`config.mk`:
```
export PLATFORM = sky130hd
export DESIGN_NAME = store_drain_ctrl_flat
export DESIGN_NICKNAME = d
export VERILOG_FILES = /design/src/rtl/store_drain_ctrl_if.sv /design/src/rtl/store_drain_ctrl.sv /design/src/flat_wrapper.sv
export SDC_FILE = /design/constraint.sdc
export NUM_CORES = 1
export LEC_CHECK = 0
export BUFFER_PORTS_ARGS = -buffer_cell sky130_fd_sc_hd__buf_4
export CAP_MARGIN = 5
export CORE_AREA = 2 2 87 89
export CTS_CLUSTER_SIZE = 8
export DETAILED_ROUTE_END_ITERATION = 7
export DIE_AREA = 0 0 89 91
export PLACE_DENSITY = 0.87
export SYNTH_ARGS = -nofsm -noshare
export SYNTH_HDL_FRONTEND = slang
export SYNTH_SLANG_ARGS = --single-unit
```
`constraint.sdc`:
```
create_clock -name clock -period 4.25 [get_ports clock]
set_input_delay 1.275 -clock clock [delete_from_list [all_inputs] [get_ports clock]]
set_output_delay 1.275 -clock clock [all_outputs]
set_load 0.01 [all_outputs]
```
`src/rtl/store_drain_ctrl_if.sv`:
```
// rtl/store_drain_ctrl_if.sv - D-cache store write request port between drain controller and cache
interface store_drain_ctrl_if #(
    parameter int ADDR_W = 32,
    parameter int DATA_W = 32
);
    logic              dcache_req_valid;
    logic [ADDR_W-1:0] dcache_req_addr;
    logic [DATA_W-1:0] dcache_req_data;
    logic [1:0]        dcache_req_size;
    logic              dcache_req_ready;

    modport master (
        output dcache_req_valid,
        output dcache_req_addr,
        output dcache_req_data,
        output dcache_req_size,
        input  dcache_req_ready
    );

    modport slave (
        input  dcache_req_valid,
        input  dcache_req_addr,
        input  dcache_req_data,
        input  dcache_req_size,
        output dcache_req_ready
    );
endinterface

```
`src/rtl/store_drain_ctrl.sv`:
```
// rtl/store_drain_ctrl.sv - drains committed stores from the SQ head into the shared D-cache port
module store_drain_ctrl #(
    parameter int SQ_DEPTH     = 8,
    parameter int N            = 2,
    parameter int ADDR_W       = 32,
    parameter int DATA_W       = 32,
    parameter int HIGH_WATER   = 4,
    parameter int STARVE_LIMIT = 7,
    localparam int RET_W       = $clog2(N + 1),
    localparam int PEND_W      = $clog2(SQ_DEPTH + 1),
    localparam int STARVE_W    = $clog2(STARVE_LIMIT + 1)
) (
    input  logic                clock,
    input  logic                reset,
    input  logic [RET_W-1:0]    retire_store_count,
    input  logic                sq_head_valid,
    input  logic [ADDR_W-1:0]   sq_head_addr,
    input  logic [DATA_W-1:0]   sq_head_data,
    input  logic [1:0]          sq_head_size,
    input  logic                load_req_valid,
    output logic                load_grant,
    store_drain_ctrl_if.master  dcache,
    output logic [RET_W-1:0]    sq_free_count,
    output logic [PEND_W-1:0]   pending_stores,
    output logic                drained
);
    typedef enum logic [1:0] {IDLE, REQ, FREE} state_t;

    state_t              state_q, state_d;
    logic [PEND_W-1:0]   pending_q, pending_d;
    logic [STARVE_W-1:0] starve_q, starve_d;
    logic [ADDR_W-1:0]   addr_q;
    logic [DATA_W-1:0]   data_q;
    logic [1:0]          size_q;
    logic                latch_head;
    logic                store_wants;
    logic                store_prio;
    logic                store_take;
    logic                handshake;

    always_comb begin
        state_d     = state_q;
        starve_d    = starve_q;
        latch_head  = 1'b0;
        store_wants = (pending_q != '0) && sq_head_valid && (state_q == IDLE);
        store_prio  = (pending_q >= PEND_W'(HIGH_WATER)) ||
                      (starve_q >= STARVE_W'(STARVE_LIMIT));
        store_take  = store_wants && (!load_req_valid || store_prio);
        handshake   = (state_q == REQ) && dcache.dcache_req_ready;
        // Retire and completion may land in the same cycle; both apply.
        pending_d   = pending_q + PEND_W'(retire_store_count) - PEND_W'(handshake);

        case (state_q)
            IDLE: begin
                if (store_take) begin
                    state_d    = REQ;
                    latch_head = 1'b1;
                    starve_d   = '0;
                end else if (store_wants && (starve_q != STARVE_W'(STARVE_LIMIT))) begin
                    starve_d = starve_q + STARVE_W'(1);
                end
            end
            REQ: begin
                if (handshake) state_d = FREE;
            end
            FREE: begin
                // SQ head advances at the end of this cycle; next head seen in IDLE.
                state_d = IDLE;
            end
            default: state_d = IDLE;
        endcase
    end

    always_ff @(posedge clock) begin
        if (reset) begin
            state_q   <= IDLE;
            pending_q <= '0;
            starve_q  <= '0;
            addr_q    <= '0;
            data_q    <= '0;
            size_q    <= '0;
        end else begin
            state_q   <= state_d;
            pending_q <= pending_d;
            starve_q  <= starve_d;
            if (latch_head) begin
                addr_q <= sq_head_addr;
                data_q <= sq_head_data;
                size_q <= sq_head_size;
            end
        end
    end

    assign dcache.dcache_req_valid = (state_q == REQ);
    assign dcache.dcache_req_addr  = addr_q;
    assign dcache.dcache_req_data  = data_q;
    assign dcache.dcache_req_size  = size_q;

    assign load_grant     = load_req_valid && (state_q != REQ) && !store_take;
    assign sq_free_count  = RET_W'(state_q == FREE);
    assign pending_stores = pending_q;
    assign drained        = (pending_q == '0) && (state_q == IDLE);
endmodule

```
`src/flat_wrapper.sv`:
```
// flat-port wrapper written by rule: the top's interface ports become plain ports
module store_drain_ctrl_flat 
#(
    parameter int SQ_DEPTH     = 8,
    parameter int N            = 2,
    parameter int ADDR_W       = 32,
    parameter int DATA_W       = 32,
    parameter int HIGH_WATER   = 4,
    parameter int STARVE_LIMIT = 7,
    localparam int RET_W       = $clog2(N + 1),
    localparam int PEND_W      = $clog2(SQ_DEPTH + 1),
    localparam int STARVE_W    = $clog2(STARVE_LIMIT + 1)
)
  (clock, reset, retire_store_count, sq_head_valid, sq_head_addr, sq_head_data, sq_head_size, load_req_valid, load_grant, sq_free_count, pending_stores, drained, dcache_dcache_req_valid, dcache_dcache_req_addr, dcache_dcache_req_data, dcache_dcache_req_size, dcache_dcache_req_ready);
  store_drain_ctrl_if #(.ADDR_W(ADDR_W), .DATA_W(DATA_W)) dcache_i ();
  input  logic clock;
  input  logic reset;
  input  logic [RET_W-1:0] retire_store_count;
  input  logic sq_head_valid;
  input  logic [ADDR_W-1:0] sq_head_addr;
  input  logic [DATA_W-1:0] sq_head_data;
  input  logic [1:0] sq_head_size;
  input  logic load_req_valid;
  output logic load_grant;
  output logic [RET_W-1:0] sq_free_count;
  output logic [PEND_W-1:0] pending_stores;
  output logic drained;
  output wire logic [$bits(dcache_i.dcache_req_valid)-1:0] dcache_dcache_req_valid;
  output wire logic [$bits(dcache_i.dcache_req_addr)-1:0] dcache_dcache_req_addr;
  output wire logic [$bits(dcache_i.dcache_req_data)-1:0] dcache_dcache_req_data;
  output wire logic [$bits(dcache_i.dcache_req_size)-1:0] dcache_dcache_req_size;
  input wire logic [$bits(dcache_i.dcache_req_ready)-1:0] dcache_dcache_req_ready;
  assign dcache_dcache_req_valid = dcache_i.dcache_req_valid;
  assign dcache_dcache_req_addr = dcache_i.dcache_req_addr;
  assign dcache_dcache_req_data = dcache_i.dcache_req_data;
  assign dcache_dcache_req_size = dcache_i.dcache_req_size;
  assign dcache_i.dcache_req_ready = dcache_dcache_req_ready;
  store_drain_ctrl #(.SQ_DEPTH(SQ_DEPTH), .N(N), .ADDR_W(ADDR_W), .DATA_W(DATA_W), .HIGH_WATER(HIGH_WATER), .STARVE_LIMIT(STARVE_LIMIT)) u_core (.clock(clock), .reset(reset), .retire_store_count(retire_store_count), .sq_head_valid(sq_head_valid), .sq_head_addr(sq_head_addr), .sq_head_data(sq_head_data), .sq_head_size(sq_head_size), .load_req_valid(load_req_valid), .load_grant(load_grant), .dcache(dcache_i), .sq_free_count(sq_free_count), .pending_stores(pending_stores), .drained(drained));
endmodule
```
==> results.toml, run 1 <==
[place]
portBuffers = 146
gp_congestion = 0.738
hpwl_um = 5380
dpl_cell_area_um2 = 4630

[yosys]
synth-seq-area-share_pct = 42.6
synthFlopType = "dfxtp_1"
ys_ff_latch = 75
async_flop_share_pct = 0
syn_area_per_cell_um2 = 9.92
synth_cell_types = 33
synth_area_um2 = 3520
synth_edf_count = 0
syn_inst = 355
syn_nets = 437
yosysWarnings = 0

[timing]
period_share_pct = 79.3
maxSlewViolCount = 0
period_minus_slack_ps = 3370
fmax_mhz = 297
clock_skew_ps = 4.19
whs_ps = 475
rsz0062_at_grt = "false"
final-hold-violation-count = 0
worstMarginPinSlew_ps = 1120
setup_viol = 0
setup_tns_ps = 0
slew_headroom_pct = 25.3

[route]
via_per_inst = 4.68
drc = 0
routed_wl_um = 7580
vias = 2772
avgRoutedWirePerCell_um = 12.8
dr.pass1.iters = 4
ant_nets = 0
drtIter0Drc = 47

[setup_path]
setup.reg_to_reg.worst_slack_ps = 1880
worstPathArrival_ps = 2100
r2r_start = "u_core.pending_stores[2]"
crit_path_max_fanout = 3
r2r-end = "u_core.dcache.dcache_req_addr[10]"
cp.required_ps = 2970
start_kind = "input port"
reg2regPathDepth = 6
endpoint_kind = "output port"
crit_type = "input port to output port"

[pwr]
p_int_mw = 1.65
sw_frac_of_total_pct = 30.1
p_per_area_nw_per_um2 = 486
p_leak_nw = 2.17
power_frac_seq_pct = 38.9
switching_power_mw = 0.711
ir_worst_vdd_v = 0.000264
p_clk_share_pct = 26.1
power_frac_comb_pct = 35.1

[worst_hold_path]
min_path_cells = 2
hold_class = "flop to flop"
worstHoldStart = "u_core.dcache.dcache_req_addr[5]"
hold_path_end = "u_core.dcache.dcache_req_addr[5]"

[global_routing]
grt_overflow = 0
grt_max_degree = 145
antenna_found_initial = 0
grt_pass1_vias = 2817
grt_util_all_layers_pct = 19.1
grt_pass1_wl_um = 12400

[clock_network]
clkLatencyLatePin_ps = 330
cts_resized = 0
cts_root_buf = "clkbuf_8"
cts.path.max_buffers = 2
cts_max_level = 3
tritoncts = "done"
clock_sinks = 75
clkTransAtPathRegs_ps = 70
numCtsBuffers = 9
cts_hold_buf = 0
post_cts_buffers = 0

[run_status]
status = "finished clean"

[floorplan]
num_io_pins = 148
rows = 31
die_h_um = 91
die_area_um2 = 8100
initial_core_util_pct = 49.4
core-area_um2 = 7140
die_width_um = 89

[cells_and_area]
design_area_um2 = 4860
layout-drive-gt1-share_pct = 34.1
fillers = 589
final_cell_mix = "buf_4 (147), nand2b_1 (132), dfxtp_1 (75), mux2i_1 (66), inv_1 (12)"
final_nets = 570
layout_commonest_cell = "buf_4"
layout-area-overhead-vs-synth_pct = 37.9
antenna_cells = 0

[run]
maxCapViolations = 0
[through the flow]
| step | utilization [%] | instances | setup slack, ps | total power, mW |
|---|---|---|---|---|
| floorplan | - | 355 | 738 | 1.43 |
| global placement | 64.9 | 576 | 905 | 1.74 |
| detailed placement | 64.9 | 576 | 877 | 1.77 |
| CTS | 68.1 | 592 | 877 | 2.40 |
| global route | 68.1 | 592 | 807 | 2.51 |
| finish | 68.1 | 592 | 879 | 2.36 |
[cells by family after synthesis]
kind of cell | count (synthesis) | share of synthesized area (%)
XOR/XNOR | 1 | 0.249
other | 1 | 0.106
buffers and inverters | 37 | 4.90
multiplexers | 67 | 19.1
AO/OA/AOI/OAI | 10 | 2.02
flip-flops | 75 | 42.6
AND/OR/NAND/NOR | 155 | 27.6
adder cells (fa/ha/maj) | 9 | 3.41
[sequential cells by signal, summed over array words and instances (netlist names)]
register,cells
u_core.pending_stores,4
u_core.dcache.dcache_req_size,2
u_core.state_q,2
u_core.dcache.dcache_req_addr,32
u_core.dcache.dcache_req_data,32
u_core.starve_q,3
[synth_stat cells (all sizes together) (2+ instances only)]
cell type / count / area [um^2]
o41ai: 2 / 17.5
clkbuf: 14 / 52.6
buf: 11 / 75.1
dfxtp: 75 / 1500
ha: 8 / 100
nor2: 4 / 15.0
inv: 12 / 45.0
nor2b: 8 / 50.1
nor3b: 2 / 20.0
a21oi: 2 / 10.0
nand2b: 132 / 826
o21ai: 3 / 15.0
mux2i: 66 / 661
or3b: 2 / 17.5
[worst max-delay path, stage by stage]
cell and delay [ps]:
buf_4 80, nand3b_1 120, o2111a_4 330, nor3b_2 150
buf_4 140
[routing by layer]
metal / vias to the layer above / global-route usage, % / share of wire [%]
met1: 1262 / 21.0 / 40
met4: 0 / 5.35 / 0.54
met2: 101 / 33.0 / 50
met3: 4 / 8.36 / 9.7
met5: - / 0 / 0
li1: 1405 / - / -
[power by group through the flow]
stage	Combinational, mW	Sequential [mW]	Clock, mW
after floorplan	0.442	0.984	0
after global placement	0.813	0.925	0
after detailed placement	0.838	0.932	0
after CTS	0.842	0.918	0.638
after global routing	0.903	0.935	0.669
final	0.828	0.917	0.615
[layout make-up]
| type | count | area [um^2] | share of cell area [%] |
|---|---|---|---|
| clock buffer | 12 | 155 | 3.19 |
| clock inverter | 4 | 72.6 | 1.49 |
| inverter | 12 | 45.0 | 0.927 |
| multi-input combinational | 243 | 1860 | 38.2 |
| sequential | 75 | 1500 | 30.9 |
| tap | 99 | 124 | 2.55 |
| timing repair buffer | 147 | 1100 | 22.7 |
[how the worst max path moves through the flow]
stage | startpoint | endpoint | cells after the start | slack, ps
final | load_req_valid | load_grant | 5 | 880
after global routing | load_req_valid | load_grant | 5 | 810
after CTS | load_req_valid | load_grant | 5 | 880
after detailed placement | load_req_valid | load_grant | 5 | 880
after global placement | load_req_valid | load_grant | 5 | 910
after floorplan | load_req_valid | load_grant | 6 | 740
Power figures use the tool's default switching activity.
==> run 2, diff against run 1 <==
--- a/config.mk
+++ b/config.mk
@@ -5,13 +5,14 @@
 export SDC_FILE = /design/constraint.sdc
 export NUM_CORES = 1
 export LEC_CHECK = 0
+export ABC_AREA = 1
 export BUFFER_PORTS_ARGS = -buffer_cell sky130_fd_sc_hd__buf_4
 export CAP_MARGIN = 5
-export CORE_AREA = 2 2 87 89
+export CORE_AREA = 2 2 89 91
 export CTS_CLUSTER_SIZE = 8
 export DETAILED_ROUTE_END_ITERATION = 7
-export DIE_AREA = 0 0 89 91
-export PLACE_DENSITY = 0.87
+export DIE_AREA = 0 0 91 93
+export PLACE_DENSITY = 0.82
 export SYNTH_ARGS = -nofsm -noshare
 export SYNTH_HDL_FRONTEND = slang
 export SYNTH_SLANG_ARGS = --single-unit
==> constraint.sdc (replaced) <==
create_clock -name clock -period 3.2 [get_ports clock]
set_input_delay 0.96 -clock clock [delete_from_list [all_inputs] [get_ports clock]]
set_output_delay 0.96 -clock clock [all_outputs]
set_load 0.01 [all_outputs]
==> results.toml, run 2 <==
[global_routing]
antenna_found_initial = 0
busiest_layer = "met2"
grt_pass1_wl_um = 13800
grt_overflow = 0
grt_util_all_layers_pct = 19.5
use_met3_pct = 5.00
grt_max_degree = 67
grt_pass1_vias = 3356
use_met1_pct = 20.7
grt_util_met2_pct = 36.5

[floorplan]
num_io_pins = 148
core-area_um2 = 7530
die_area_um2 = 8460
rows = 32
initial_core_util_pct = 45.3
die_width_um = 91
die_h_um = 93

[clock_network]
cts_root_buf = "clkbuf_8"
clock_sinks = 75
cts_hold_buf = 0
cts_resized = 0
tritoncts = "done"
numCtsBuffers = 9
clkLatencyLatePin_ps = 330
post_cts_buffers = 0
cts.path.max_buffers = 2
cts_max_level = 3
clkTransAtPathRegs_ps = 80

[route]
ant_nets = 0
drc = 0
via_per_inst = 4.58
dr.pass1.iters = 4
vias = 3439
avgRoutedWirePerCell_um = 11.1
routed_wl_um = 8330
drtIter0Drc = 119

[cells_and_area]
seq_area_um2 = 1500
fillers = 687
layout_commonest_cell = "buf_4"
layout-drive-gt1-share_pct = 27.0
multi_input_area_um2 = 1420
layout-area-overhead-vs-synth_pct = 39.0
antenna_cells = 0
final_nets = 727
fin_util_pct = 63.0
design_area_um2 = 4740
final_cell_mix = "buf_4 (151), nor2_1 (148), inv_1 (84), nand2_1 (76), dfxtp_1 (75)"
fin_cells = 751

[yosys]
synth_edf_count = 0
ys_ff_latch = 75
synthFlopType = "dfxtp_1"
synth_most_common_cell = "nor2_1"
syn_nets = 593
synth_top_area_share_pct = 44.0
synth_largest_area_cell = "dfxtp_1"
synth-seq-area-share_pct = 44.0
syn_area_per_cell_um2 = 6.68
yosysWarnings = 0
syn_inst = 511
synth_area_leaders = "dfxtp_1 (44%), nor2_1 (16%), nand3_1 (11%)"
synth_cell_types = 21
synthTopCellsByCount = "nor2_1 (148), inv_1 (84), nand2_1 (76)"
synth_area_um2 = 3410
async_flop_share_pct = 0

[setup_path]
worstPathArrival_ps = 1770
crit_type = "flop to output port"
crit_path_max_fanout = 4
cp.required_ps = 2240
reg2regPathDepth = 11
endpoint_kind = "output port"
start_kind = "flop"
r2r_start = "u_core.state_q[0]"
timing.critical_path.from = "u_core.starve_q[0]"

[timing]
fmax_mhz = 367
rsz0062_at_grt = "false"
whs_ps = 486
period_minus_slack_ps = 2730
slew_headroom_pct = 55.2
final-hold-violation-count = 0
clock_skew_ps = 11.8
setup_ws_ps = 473
setup_tns_ps = 0
setup_viol = 0
period_share_pct = 85.2
worstMarginPinSlew_ps = 672
maxSlewViolCount = 0

[pwr]
p_leak_nw = 2.62
p_per_area_nw_per_um2 = 793
power_frac_seq_pct = 36.4
p_int_mw = 2.36
sw_frac_of_total_pct = 37.2
ir_worst_vdd_v = 0.000452
power.total_mw = 3.76
power_frac_comb_pct = 42.8
p_clk_share_pct = 20.8
switching_power_mw = 1.40

[place]
portBuffers = 146
gp_congestion = 0.836
pre_cts_ws_ps = 554
placed_cells = 736
hpwl_um = 5930
dpl_cell_area_um2 = 4530

[worst_hold_path]
min_path_cells = 2
worstHoldStart = "u_core.dcache.dcache_req_addr[6]"
hold_class = "flop to flop"

[run]
maxCapViolations = 0

[run_status]
status = "finished clean"
-- run 2: cell count changes after synthesis, moves of 7 or more --
cell | previous run | this run
clkbuf_1 | 14 | 7
nor2b_1 | 8 | 0
nand2b_1 | 132 | 0
nor2_1 | 4 | 148
mux2i_1 | 66 | 0
inv_1 | 12 | 84
nand2_1 | 0 | 76
nand3_1 | 1 | 73
-- run 2: layout make-up --
type | count | area share [%]
Clock buffer | 9 | 2.61
Clock inverter | 6 | 1.87
Inverter | 88 | 6.96
Multi-Input combinational cell | 319 | 29.9
Sequential cell | 75 | 31.7
Tap cell | 102 | 2.69
Timing Repair Buffer | 152 | 24.3
-- run 2: routing by layer --
metal | vias up | wire (um)
met1 | 1543 | 3500
met3 | 14 | 530
li1 | 1780 | -
met5 | - | 0
met4 | 0 | 130
met2 | 102 | 4170
-- run 2: final timing paths --
kind                                            to  slack (ps)
setup / recovery                        load_grant         470
hold / removal    u_core.dcache.dcache_req_addr[6]         490
setup reg to reg          u_core.pending_stores[2]        1150
hold reg to reg   u_core.dcache.dcache_req_addr[6]         490
-- run 2: critical path, stage by stage (launching register included) --
cell	delay, ps
dfxtp_1	350
ha_1	220
ha_1	200
inv_1	60
nand3_1	90
nor2_2	220
nor2_4	60
nor3_2	100
buf_4	140
-- run 2: power groups by stage --
stage               Clock (mW)  Sequential, mW  Combinational, mW
floorplan                    0            1.49              0.886
global placement             0            1.38               1.58
detailed placement           0            1.39               1.62
CTS                      0.809            1.37               1.63
global route             0.845            1.40               1.81
finish                   0.783            1.37               1.61
-- run 2: logic make-up after synthesis --
group / share of synthesized area (%)
AND/OR/NAND/NOR: 36.3
adder cells (fa/ha/maj): 3.52
XOR/XNOR: 0.257
flip-flops: 44.0
AO/OA/AOI/OAI: 0.880
buffers and inverters: 14.9
other: 0.110
==> run 3, diff against run 2 <==
--- a/config.mk
+++ b/config.mk
@@ -8,11 +8,12 @@
 export ABC_AREA = 1
 export BUFFER_PORTS_ARGS = -buffer_cell sky130_fd_sc_hd__buf_4
 export CAP_MARGIN = 5
-export CORE_AREA = 2 2 89 91
+export CORE_AREA = 2 2 87 89
+export CTS_BUF_LIST = sky130_fd_sc_hd__clkbuf_4
 export CTS_CLUSTER_SIZE = 8
 export DETAILED_ROUTE_END_ITERATION = 7
-export DIE_AREA = 0 0 91 93
-export PLACE_DENSITY = 0.82
+export DIE_AREA = 0 0 89 91
+export PLACE_DENSITY = 0.85
 export SYNTH_ARGS = -nofsm -noshare
 export SYNTH_HDL_FRONTEND = slang
 export SYNTH_SLANG_ARGS = --single-unit
==> results.toml, run 3 (same netlist as run 2, synthesis figures left out) <==
[run_status]
status = "finished clean"

[cells_and_area]
seq_area_um2 = 1500
layout_commonest_cell = "buf_4"
layout-area-overhead-vs-synth_pct = 36.3
final_cell_mix = "buf_4 (150), nor2_1 (148), inv_1 (84), nand2_1 (76), dfxtp_1 (75)"
fin_cells = 747
layout-drive-gt1-share_pct = 26.9
final_nets = 726
design_area_um2 = 4650
fillers = 658
multi_input_area_um2 = 1420
antenna_cells = 0

[timing]
whs_ps = 491
fmax_mhz = 359
period_minus_slack_ps = 2780
slew_headroom_pct = 51.4
setup_ws_ps = 417
period_share_pct = 87.0
setup_viol = 0
clock_skew_ps = 18.0
final-hold-violation-count = 0
setup_tns_ps = 0
worstMarginPinSlew_ps = 729
rsz0062_at_grt = "false"
maxSlewViolCount = 0

[setup_path]
setup.reg_to_reg.worst_slack_ps = 930
critical_path_buf_inv_count = 2
endpoint_kind = "output port"
reg2regPathDepth = 8
cp.required_ps = 2240
worstPathArrival_ps = 1820
cp_cell_sequence = "ha_1 > ha_1 > inv_1 > nand3_1 > nor2_2 > nor2_4 > nor3_2 > buf_4"
max_stage_delay_ps = 360
crit_type = "flop to output port"
r2r-end = "u_core.dcache.dcache_req_addr[25]"
start_kind = "flop"
cp_top_family = "simple AND/OR/NAND/NOR gates"
cp_common_cell = "ha_1"
r2r_start = "u_core.starve_q[0]"
cpMaxStageDelayCell = "dfxtp_1"
crit_path_max_fanout = 4

[global_routing]
grt_pass1_vias = 3357
grt_pass1_wl_um = 13800
antenna_found_initial = 0
grt_overflow = 0
use_met1_pct = 22.4
use_met3_pct = 4.82
grt_util_all_layers_pct = 20.9
grt_util_met2_pct = 38.6
grt_max_degree = 73
busiest_layer = "met2"

[route]
ant_nets = 0
routed_wl_um = 8260
via_per_inst = 4.64
drc = 0
avgRoutedWirePerCell_um = 11.1
vias = 3467
dr.pass1.iters = 4
drtIter0Drc = 147

[clock_network]
clkLatencyLatePin_ps = 400
tritoncts = "done"
clock_sinks = 75
clkTransAtPathRegs_ps = 110
cts_root_buf = "clkbuf_4"
cts_hold_buf = 0
numCtsBuffers = 9
cts_resized = 0
cts.path.max_buffers = 2
post_cts_buffers = 0
cts_max_level = 3

[run]
maxCapViolations = 0

[floorplan]
num_io_pins = 148
core-area_um2 = 7140
die_area_um2 = 8100
die_width_um = 89
initial_core_util_pct = 47.8
die_h_um = 91
rows = 31

[worst_hold_path]
min_path_cells = 2
hold_class = "flop to flop"
hold_path_end = "u_core.dcache.dcache_req_addr[9]"
worstHoldStart = "u_core.dcache.dcache_req_addr[9]"

[pwr]
p_int_mw = 2.16
p_per_area_nw_per_um2 = 760
power_frac_seq_pct = 38.4
switching_power_mw = 1.38
sw_frac_of_total_pct = 39.1
p_leak_nw = 2.57
ir_worst_vdd_v = 0.000457
p_clk_share_pct = 16.0
power_frac_comb_pct = 45.6

[place]
placed_cells = 732
portBuffers = 146
hpwl_um = 5860
pre_cts_ws_ps = 559
dpl_cell_area_um2 = 4520
gp_congestion = 0.769
-- run 3: cell count changes in the layout (fill, tap and decap cells not counted) --
cell        change
clkinvlp_4      +1
clkbuf_8        -9
bufinv_16       -1
buf_4           -1
clkbuf_4        +9
-- run 3: worst max-delay path by stage --
| stage | to | slack (ps) | start | depth (start not counted) |
|---|---|---|---|---|
| final | load_grant | 420 | u_core.starve_q[0] | 8 |
| after global routing | load_grant | 230 | u_core.starve_q[0] | 8 |
| after CTS | load_grant | 370 | u_core.starve_q[0] | 8 |
| after detailed placement | load_grant | 560 | load_req_valid | 6 |
| after global placement | load_grant | 600 | load_req_valid | 6 |
| after floorplan | load_grant | 540 | load_req_valid | 6 |
-- run 3: area by class of cell --
class / instances / area share [%]
multi-input cells: 319 / 30.5
repair buffers: 151 / 24.6
well taps: 99 / 2.66
flip-flops and latches: 75 / 32.3
inverters: 88 / 7.10
clock inverters: 6 / 1.43
clock buffers: 9 / 1.45
-- run 3: worst register-to-register path, cell delays in order (launching register included) --
cell and delay (ps):
dfxtp_1 360, ha_1 210, ha_1 190, nor2_1 130, nand3_2 560, buf_4 490
nand3_1 120, nand2_1 60, nor2_1 90
-- run 3: metrics by stage --
step	power (mW)	utilization (%)
final	3.54	65.2
after global routing	3.84	65.2
after CTS	3.58	65.2
after detailed placement	3.01	63.3
after global placement	2.95	63.3
after floorplan	2.37	-
-- run 3: layer usage --
metal / part of all wire (%) / vias up / wire, um
li1: - / 1785 / -
met1: 41 / 1569 / 3370
met2: 51 / 101 / 4190
met3: 6.8 / 12 / 560
met4: 1.6 / 0 / 129
met5: 0 / - / 0
-- run 3: power groups by stage --
stage / sequential (mW) / combinational [mW] / clock (mW)
3_3_place_gp: 1.37 / 1.58 / 0
4_1_cts: 1.36 / 1.63 / 0.585
5_1_grt: 1.39 / 1.82 / 0.620
3_5_place_dp: 1.38 / 1.63 / 0
6_report: 1.36 / 1.61 / 0.565
2_1_floorplan: 1.49 / 0.886 / 0
